==> src/rtl/accum_seq_pkg.sv <==
// Shared constants for the accumulator sequencer: instruction fields, opcodes,
// FSM states and the ALU operation select.
package accum_seq_pkg;

  localparam int OPC_MSB = 7;
  localparam int OPC_LSB = 5;
  localparam int OPND_W  = 5;

  typedef enum logic [2:0] {
    OP_NOP = 3'd0,
    OP_LDA = 3'd1,
    OP_STA = 3'd2,
    OP_ADD = 3'd3,
    OP_SUB = 3'd4,
    OP_JMP = 3'd5,
    OP_JZ  = 3'd6,
    OP_HLT = 3'd7
  } opcode_e;

  typedef enum logic [2:0] {
    S_IDLE   = 3'd0,
    S_FETCH  = 3'd1,
    S_DECODE = 3'd2,
    S_EXEC   = 3'd3,
    S_WB     = 3'd4,
    S_HALT   = 3'd5
  } state_e;

  typedef enum logic {
    ALU_ADD = 1'b0,
    ALU_SUB = 1'b1
  } alu_op_e;

  function automatic opcode_e opc_of(input logic [7:0] instr);
    return opcode_e'(instr[OPC_MSB:OPC_LSB]);
  endfunction

endpackage

==> src/rtl/accum_seq_alu.sv <==
// Combinational add/subtract; c_o is carry-out for ADD and borrow for SUB.
module accum_seq_alu
  import accum_seq_pkg::*;
#(
  parameter int DATA_W = 8
) (
  input  logic [DATA_W-1:0] a_i,
  input  logic [DATA_W-1:0] b_i,
  input  alu_op_e           op_i,
  output logic [DATA_W-1:0] y_o,
  output logic              c_o
);

  logic [DATA_W:0] sum;
  logic [DATA_W:0] diff;

  assign sum  = {1'b0, a_i} + {1'b0, b_i};
  // Top bit of the widened difference is set exactly when a_i < b_i.
  assign diff = {1'b0, a_i} - {1'b0, b_i};

  always_comb begin
    y_o = sum[DATA_W-1:0];
    c_o = sum[DATA_W];
    if (op_i == ALU_SUB) begin
      y_o = diff[DATA_W-1:0];
      c_o = diff[DATA_W];
    end
  end

endmodule

==> src/rtl/accum_seq_ctrl.sv <==
// Fetch/decode/execute sequencer driving a shared synchronous memory and the
// accumulator write port. All strobes decode combinationally from state and ir.
module accum_seq_ctrl
  import accum_seq_pkg::*;
#(
  parameter int ADDR_W = 5,
  parameter int DATA_W = 8
) (
  input  logic              clk,
  input  logic              rst,
  input  logic              start,
  output logic [ADDR_W-1:0] mem_addr,
  output logic              mem_rd,
  output logic              mem_wr,
  output logic [DATA_W-1:0] mem_wdata,
  input  logic [DATA_W-1:0] mem_rdata,
  input  logic [DATA_W-1:0] acc_data,
  output logic              acc_write,
  output logic [DATA_W-1:0] acc_writedata,
  output logic [ADDR_W-1:0] pc,
  output logic              carry,
  output logic              busy,
  output logic              halted
);

  state_e            state_q, state_d;
  logic [ADDR_W-1:0] pc_q, pc_d;
  logic [DATA_W-1:0] ir_q, ir_d;
  logic              carry_q, carry_d;

  opcode_e           opc;
  logic [ADDR_W-1:0] opnd;
  alu_op_e           alu_op;
  logic [DATA_W-1:0] alu_y;
  logic              alu_c;

  assign opc    = opc_of(ir_q);
  assign opnd   = ir_q[OPND_W-1:0];
  assign alu_op = (opc == OP_SUB) ? ALU_SUB : ALU_ADD;

  accum_seq_alu #(.DATA_W(DATA_W)) u_alu (
    .a_i  (acc_data),
    .b_i  (mem_rdata),
    .op_i (alu_op),
    .y_o  (alu_y),
    .c_o  (alu_c)
  );

  always_ff @(posedge clk) begin
    if (rst) begin
      state_q <= S_IDLE;
      pc_q    <= '0;
      ir_q    <= '0;
      carry_q <= 1'b0;
    end else begin
      state_q <= state_d;
      pc_q    <= pc_d;
      ir_q    <= ir_d;
      carry_q <= carry_d;
    end
  end

  always_comb begin
    state_d       = state_q;
    pc_d          = pc_q;
    ir_d          = ir_q;
    carry_d       = carry_q;
    mem_addr      = '0;
    mem_rd        = 1'b0;
    mem_wr        = 1'b0;
    mem_wdata     = '0;
    acc_write     = 1'b0;
    acc_writedata = '0;

    case (state_q)
      S_IDLE: begin
        if (start) state_d = S_FETCH;
      end
      S_FETCH: begin
        mem_addr = pc_q;
        mem_rd   = 1'b1;
        state_d  = S_DECODE;
      end
      S_DECODE: begin
        ir_d    = mem_rdata;
        pc_d    = pc_q + ADDR_W'(1);
        state_d = S_EXEC;
      end
      S_EXEC: begin
        state_d = S_FETCH;
        case (opc)
          OP_LDA, OP_ADD, OP_SUB: begin
            mem_addr = opnd;
            mem_rd   = 1'b1;
            state_d  = S_WB;
          end
          OP_STA: begin
            mem_addr  = opnd;
            mem_wr    = 1'b1;
            mem_wdata = acc_data;
          end
          OP_JMP: pc_d = opnd;
          OP_JZ:  if (acc_data == '0) pc_d = opnd;
          OP_HLT: state_d = S_HALT;
          default: ;
        endcase
      end
      S_WB: begin
        // Operand read in EXEC lands on mem_rdata this cycle.
        acc_write = 1'b1;
        if (opc == OP_LDA) begin
          acc_writedata = mem_rdata;
        end else begin
          acc_writedata = alu_y;
          carry_d       = alu_c;
        end
        state_d = S_FETCH;
      end
      S_HALT: ;
      default: state_d = S_IDLE;
    endcase
  end

  assign pc     = pc_q;
  assign carry  = carry_q;
  assign busy   = (state_q != S_IDLE) && (state_q != S_HALT);
  assign halted = (state_q == S_HALT);

endmodule

==> config.mk <==
export PLATFORM = sky130hd
export DESIGN_NAME = accum_seq_ctrl
export DESIGN_NICKNAME = d
export VERILOG_FILES = /design/src/rtl/accum_seq_pkg.sv /design/src/rtl/accum_seq_alu.sv /design/src/rtl/accum_seq_ctrl.sv
export SDC_FILE = /design/constraint.sdc
export NUM_CORES = 1
export LEC_CHECK = 0
export CAP_MARGIN = 5
export CORE_MARGIN = 3
export CORE_UTILIZATION = 40
export DETAILED_ROUTE_END_ITERATION = 8
export PLACE_DENSITY = 0.72
export RECOVER_POWER = 50
export SLEW_MARGIN = 10
export SYNTH_ARGS = -nofsm -noshare
export SYNTH_HDL_FRONTEND = slang
export SYNTH_HIERARCHICAL = 1
export SYNTH_SLANG_ARGS = --single-unit
==> constraint.sdc <==
create_clock -name clk -period 5.5 [get_ports clk]
set_clock_uncertainty 0.2 [all_clocks]
set_input_delay 1.375 -clock clk [delete_from_list [all_inputs] [get_ports clk]]
set_output_delay 1.375 -clock clk [all_outputs]
set_load 0.05 [all_outputs]
; ---- Yosys cells after proc, flatten, opt, wreduce, memory -nomap -nowiden
; Index checks and enable logic that the tools add are counted.
[totals]
ff_bits = 17
input_bits = 19
output_inout_bits = 32
wordCells = 55
[op_classes]
add_sub_neg = 3
eq_ne = 16
n_mux = 20
n_bitwise = 2
n_reduce_logical = 10
[ops]
columns = cell, n
row1 = $mux 8, 5
row2 = $pmux 5 s2, 3
row3 = $eq 3x3->1 const B, 6
row4 = $pmux 3 s6, 1
row5 = $eq 3x2->1 const B, 4
row6 = $mux 5, 2
row7 = $add 8x8->9, 1
row8 = $sub 8x8->9, 1
row9 = $logic_not 8->1, 1
row10 = $eq 3x1->1 const B, 2
row11 = $mux 1, 6
row12 = $ne 3x3->1 const B, 2
row13 = $pmux 3 s2, 1
row14 = $add 5x1->5 const B, 1
row15 = $reduce_and 2->1, 2
row16 = $reduce_or 4->1, 1
row17 = $logic_not 3->1, 1
row18 = $mux 3, 1
row19 = $ne 3x2->1 const B, 1
row20 = $reduce_and 3->1, 1
row21 = $reduce_bool 3->1, 1
row22 = $reduce_or 3->1, 1
row23 = $ne 2x2->1 const B, 1
row24 = $not 1->1, 2
row25 = 3 further kinds, 3

; ---- Longest topological paths before layout
; Gate-level depths: netlist of run 1.
[depth]
depth_word = 5
ltp_mapped = 12
mapped_depth_nobuf = 10

; ---- Cells and area by module
; Netlist of run 1, hierarchy kept.
[modules_own_cells]
columns = mod, n_inst, cells_each, area_per_inst_um2, seq_area_each_um2
row1 = accum_seq_ctrl, 1, 150, 1172.4, 340.3
row2 = accum_seq_alu, 1, 97, 743.2, 0.0

; ---- Worst setup path after synthesis of run 1
; OpenSTA, ideal clock, no wires.
[synth_timing]
path_kind = in2out
startpoint = input port acc_data[0]
endpoint = output port acc_writedata[6]
arrival_time_ps = 3509
t_required_ps = 3925
path_slack_ps = 416
stages = 10
n_path_buf = 0
path_cell_list = ha_1 -> inv_1 -> fa_1 -> o21ba_1 -> o21ai_1 -> a2111oi_0 -> a221oi_1 -> xnor2_1 -> mux2i_1 -> nor2_1
[synth_between]
elab_chain_cells = 4
elab_cells_between_ends = 5
cone_classes = add/sub: 2 / mux: 3
[synth_lines]
columns = item, line
row1 = from (decl), accum_seq_ctrl.sv:17  ; input logic [DATA_W-1:0] acc_data,
row2 = $add 8x8->9 or $sub 8x8->9 (tied branches), "accum_seq_alu.sv:17, accum_seq_alu.sv:19"
row3 = $mux 8 (*), accum_seq_alu.sv:24  ; if (op_i == ALU_SUB) begin
row4 = net alu_y[6], accum_seq_ctrl.sv:34  ; logic [DATA_W-1:0] alu_y;
row5 = $mux 8 (*), accum_seq_ctrl.sv:111  ; if (opc == OP_LDA) begin
row6 = $mux 8 (*), accum_seq_ctrl.sv:75  ; case (state_q)
row7 = to (decl), accum_seq_ctrl.sv:19  ; output logic [DATA_W-1:0] acc_writedata,
; Mark *: on every way through the listed nets, which the timed path passes. The rest lies on a longest branch.

; ---- Worst setup path after layout of run 1
; Same ends and word-level chain as after synthesis.

==> metrics.csv, run 1 <==
stage;metric;value;unit
floorplan;start_util;42.8;%
global_route;grt_pass1_vias;1785;
route;final_antenna_net_count;0;
worst_setup_path;crit_fanout;2;
floorplan;dieArea;5660;sq um
min_path;hp-class;register to register;
cts;clkSinkCount;17;
yosys;ys_seq_area_share;17.8;%
cts;cts_inserted_buffers;3;
cells_and_area;multi_input_area;1450;sq um
route;wl_per_cell;15.2;um
yosys;synth_ff_type;dfxtp_1;
sta;setup_ws;0.134;ns
placed_design;place_ws;0.0615;ns
placed_design;port_buffers;50;
yosys;syn_area_per_cell;7.76;sq um
yosys;ys_seq_elements;17;
sta;report.final.setup_viol;0;
cts;path_clk_slew;0.06;ns
cells_and_area;drive_gt1_share;11.1;%
placed_design;dp_hpwl;4270;um
worst_setup_path;path_cells;clkdlybuf4s50_1 -> ha_1 -> inv_1 -> fa_1 -> o21ba_1 -> o21ai_1 -> a2111oi_2 -> a221oi_2 -> xnor2_1 -> mux2i_1 -> nor2_1 -> buf_12;
yosys;synth_edf_count;0;
worst_setup_path;slowest_stage;clkdlybuf4s50_1;
worst_setup_path;cp_top_family;buffers and inverters;
status;status;finished clean;
floorplan;die_h;75.2;um
yosys;ys_types;61;
cells_and_area;areaGrowthSynthToFinish;37.8;%
route;drt_pass1_iterations;5;
worst_setup_path;r2r_slack;2.71;ns
worst_setup_path;slowest_delay;0.49;ns
floorplan;core_area;4470;sq um
yosys;syn_area;1920;sq um
yosys;syn_inst;247;
cells_and_area;antenna_cells;0;
yosys;yosys-top-cells-area;dfxtp_1, ha_1, nand2_1;
min_path;hp-start;ir_q[0]$_SDFFE_PP0N_;
cts;clk_latency;0.25;ns
global_route;grt_first_pass_wirelength;8450;um
sta;finalCritPeriodShare;97.6;%
flow_run;drv_cap;0;
worst_setup_path;reg2reg_to;carry$_SDFFE_PP0P_;
power_and_ir_drop;powerDensity;159;nW/um^2
yosys;async_flop_share;0;%
yosys;synth_most_common_cell;nand2_1;
global_route;grt-ovfl-total;0;
sta;report.final.slew_viol_count;0;
yosys;yosysWarningCount;6;
floorplan;num_io_pins;51;
cts;htree_levels;1;
route;vias;2003;
route;routed_wl;5450;um
worst_setup_path;cp-end-kind;primary output;
sta;fin_setup_tns;0;ns
cts;cts_setup_buffers;0;
worst_setup_path;path_buf_inv;3;
cts;post_cts_resized;0;
min_path;whs_path_depth;2;
yosys;synth_top_area_share;17.8;%
global_route;grt_max_degree;19;
yosys;synth.net_count;286;
worst_setup_path;ff2ff_path_depth;10;
power_and_ir_drop;peakVddDrop;0.0000935;V
worst_setup_path;crit_cells;12;
placed_design;globalplace.congestion;0.899;
cts;clockRootBuffer;clkbuf_8;
worst_setup_path;critical_path_class;input port to primary output;
sta;fmax;186;MHz
cts;ctsHoldBuffers;0;
cts;cts_tree;yes;
floorplan;die_w;75.2;um
route;drt_iter0_markers;149;
worst_setup_path;crit_required;3.92;ns
global_route;antenna_found_initial;0;
power_and_ir_drop;leakagePower;1.09;nW
cells_and_area;fin_nets;346;
route;post-route-drc-count;0;
cts;clockBufferDepth;2;
min_path;min_to;ir_q[0]$_SDFFE_PP0N_;
route;viasPerCell;5.59;
sta;period_minus_slack;5.37;ns
floorplan;rows;24;
worst_setup_path;r2r_start;ir_q[6]$_SDFFE_PP0N_;
sta;worstMarginPinSlew;0.619;ns
cells_and_area;register_area;340;sq um
cells_and_area;fill_cells;414;
worst_setup_path;critPathArrivalTime;3.79;ns
worst_setup_path;startpoint_type;input port;
sta;hold_viol;0;
global_route;grtUsageTotal;18.8;%
yosys;synth_top_area_cell;dfxtp_1;
yosys;synth_common_cells;nand2_1, inv_1, ha_1;
sta;relSlewSlack;58.6;%
state kept, by name, summed over array words and instances (netlist names):
register,count
ir_q,8
pc,5
state_q,3
carry,1
logic make-up (layout without fill, tap and decap cells):
logic type                 after synthesis  after routing  share of synthesized area (%)
buffers and inverters                   31             90                           7.05
DFF                                     17             17                           17.8
AOI/OAI and AO/OA                       71             71                           25.9
and+or+nand+nor                         92             92                           27.6
muxes                                    9              9                           4.70
xor gates and xnor gates                 7              7                           3.20
adders and majority gates               20             20                           13.8
how the worst max path moves through the flow:
stage | from | end | slack, ns
after floorplan | acc_data[0] | acc_writedata[6] | 0.42
after global placement | acc_data[1] | acc_writedata[6] | 0.1
after detailed placement | acc_data[1] | acc_writedata[6] | 0.06
after CTS | acc_data[1] | acc_writedata[6] | 0.05
after global routing | acc_data[2] | acc_writedata[5] | -0.01
final | acc_data[0] | acc_writedata[6] | 0.13
per-stage QoR:
stage | total power [mW] | hold WS, ns | utilization, % | std cells | instance area, sq um
2_1_floorplan | 0.269 | 0.245 | - | 247 | 1920
3_3_place_gp | 0.326 | 0.267 | 57.8 | 354 | 2590
3_5_place_dp | 0.328 | 0.273 | 57.8 | 354 | 2590
4_1_cts | 0.422 | 0.283 | 58.8 | 358 | 2630
5_1_grt | 0.450 | 0.303 | 59.0 | 358 | 2640
6_report | 0.421 | 0.280 | 59.0 | 358 | 2640
worst reg2reg max path: cells and delay by family (launching register included):
family,cells,cell delay (ns)
compound gates,5,0.68
simple gates,3,0.75
flops,1,0.41
buf+inv,2,0.69
cell type report:
| type | instances | share of cell area [%] |
|---|---|---|
| multi-input cells | 199 | 54.9 |
| repair buffers | 63 | 24.8 |
| flip-flops and latches | 17 | 12.9 |
| inverters | 23 | 3.27 |
| well taps | 52 | 2.46 |
| clock buffers | 4 | 1.71 |
power breakdown:
group	internal, mW	total (mW)	leakage, nW	switching (mW)
clock	0.0514	0.0920	0.0228	0.0407
combinational	0.0810	0.186	0.929	0.105
sequential	0.131	0.143	0.138	0.0122
total	0.263	0.421	1.09	0.158
layer usage:
metal / global-route usage (%) / share of wire [%]
met1: 27.6 / 47
met2: 30.5 / 48
met3: 2.67 / 4.2
met4: 1.75 / 0.53
met5: 0 / 0
placed cells by master, fill, tap and decap left out, types with 4 or more instances in the layout:
master           count
mux2i_1              9
nor2b_1              4
a22o_1               5
buf_4               13
buf_12               6
clkdlybuf4s50_1     32
and2_1              11
inv_1               23
o21a_1               6
dfxtp_1             17
xnor2_1              6
ha_1                17
a21oi_1             16
nor2_1              17
o21ai_1              4
dlygate4sd3_1       10
nor3_1               5
a31oi_1              4
o21ai_0              9
nand2_1             31
nand2b_1             4
Note: power is estimated with default switching activity, not from simulation.
==> inputs of run 2 (changes only) <==
DONT_BUFFER_PORTS = 1   (was default)
PLACE_DENSITY = 0.58   (was 0.72)
==> run 2 against run 1 <==
- non-clock buffer count fell by 55
- sequential cell count did not move
- die area did not move
- register-to-register slack improved by 0.09 ns
- final area fell by 24%
- utilization fell by 14 points
- largest power group is now registers
==> metrics.csv, run 2 (synthesized netlist as in run 1, its figures left out) <==
stage;metric;value;unit
sta;worstMarginPinSlew;0.992;ns
floorplan;core_area;4470;sq um
cells_and_area;final_common_cell;nand2_1;
cts;cts_inserted_buffers;3;
global_route;grtUsageTotal;17.9;%
cells_and_area;fin_nets;291;
global_route;grt_first_pass_wirelength;7910;um
worst_setup_path;critical_path_class;input port to primary output;
route;final_antenna_net_count;0;
sta;fmax;205;MHz
placed_design;globalplace.congestion;0.823;
worst_setup_path;critPathArrivalTime;3.31;ns
cts;htree_levels;1;
sta;finalCritPeriodShare;88.8;%
route;vias;1754;
flow_run;drv_cap;0;
sta;period_minus_slack;4.89;ns
floorplan;start_util;42.8;%
worst_setup_path;r2r_slack;2.80;ns
placed_design;port_buffers;0;
sta;fin_setup_tns;0;ns
floorplan;num_io_pins;51;
cts;path_clk_slew;0.07;ns
cts;cts_tree;yes;
floorplan;die_w;75.2;um
placed_design;dp_cells;299;
global_route;antenna_found_initial;0;
worst_setup_path;cp-end-kind;primary output;
cts;clockRootBuffer;clkbuf_8;
worst_setup_path;crit_fanout;4;
sta;report.final.setup_viol;0;
min_path;hp-class;register to register;
floorplan;rows;24;
worst_setup_path;startpoint_type;input port;
global_route;grt-ovfl-total;0;
cts;clkSinkCount;17;
cells_and_area;antenna_cells;0;
sta;rsz0062_at_grt;no;
route;viasPerCell;5.79;
route;drt_pass1_iterations;4;
cells_and_area;layout.cells.non_filler;303;
global_route;grt_max_degree;19;
cells_and_area;areaGrowthSynthToFinish;5.23;%
power_and_ir_drop;leakagePower;0.820;nW
sta;report.final.slew_viol_count;0;
route;routed_wl;4980;um
status;status;finished clean;
route;wl_per_cell;16.4;um
placed_design;dp_hpwl;3840;um
cts;clockBufferDepth;2;
cells_and_area;drive_gt1_share;6.77;%
power_and_ir_drop;peakVddDrop;0.0000919;V
route;post-route-drc-count;0;
cells_and_area;layout.cells.most_common_list;nand2_1, inv_1, ha_1, nor2_1, dfxtp_1;
cells_and_area;largest_register_ff_count;8;
floorplan;die_h;75.2;um
floorplan;dieArea;5660;sq um
cts;cts_setup_buffers;0;
power_and_ir_drop;powerDensity;190;nW/um^2
cts;ctsHoldBuffers;0;
cells_and_area;top_register;ir_q;
sta;relSlewSlack;33.6;%
worst_setup_path;crit_required;3.92;ns
cts;clk_latency;0.25;ns
route;drt_iter0_markers;80;
global_route;grt_pass1_vias;1614;
cts;post_cts_resized;0;
sta;hold_viol;0;
[run 2: cell count changes in the layout (fill, tap and decap cells not counted), sizes merged]
cell | previous run | this run
buf | 19 | 7
clkdlybuf4s50 | 32 | 0
dlygate4sd3 | 10 | 0
dlymetal6s2s | 1 | 0
[run 2: cell type report]
type,count,area [sq um]
clock buffer,4,45.0
fill,465,2460
inverter,23,86.3
multi-input combinational,199,1420
sequential,17,340
tap,52,65.1
timing repair buffer,8,56.3
[run 2: path summary, 6_finish.rpt]
kind	startpoint	end	cells after the start
setup / recovery	acc_data[0]	acc_writedata[6]	11
hold / removal	ir_q[4]$_SDFFE_PP0N_	ir_q[4]$_SDFFE_PP0N_	2
setup reg to reg	ir_q[6]$_SDFFE_PP0N_	carry$_SDFFE_PP0P_	9
hold reg to reg	ir_q[4]$_SDFFE_PP0N_	ir_q[4]$_SDFFE_PP0N_	2
[run 2: metal layers]
| metal | track usage (%) | wire (um) |
|---|---|---|
| met1 | 24.4 | 2300 |
| met2 | 28.4 | 2340 |
| met3 | 4.94 | 318 |
| met4 | 3.88 | 22 |
| met5 | 0 | 0 |
[run 2: through the flow]
step	power [mW]	setup slack [ns]	utilization [%]	hold slack, ns	cell area (sq um)
after detailed placement	0.290	0.658	44.5	0.275	1990
after floorplan	0.269	0.416	-	0.245	1920
final	0.382	0.613	45.1	0.280	2020
after CTS	0.386	0.628	45.5	0.285	2040
after global routing	0.409	0.445	45.1	0.303	2020
after global placement	0.290	0.620	44.5	0.266	1990
[run 2: critical path: stages]
cell and delay, ns:
ha_1 0.14, inv_1 0.05, fa_1 0.38, o21ba_1 0.19, o21ai_1 0.19, a2111oi_0 0.13, a221oi_1 0.31, xnor2_1 0.16
mux2i_1 0.08, nor2_1 0.09, buf_4 0.21
[run 2: report_power, final]
| part | total, mW | switching, mW | internal (mW) |
|---|---|---|---|
| clock | 0.0955 | 0.0440 | 0.0515 |
| sequential | 0.149 | 0.0184 | 0.131 |
| combinational | 0.138 | 0.0832 | 0.0547 |
| total | 0.382 | 0.146 | 0.237 |
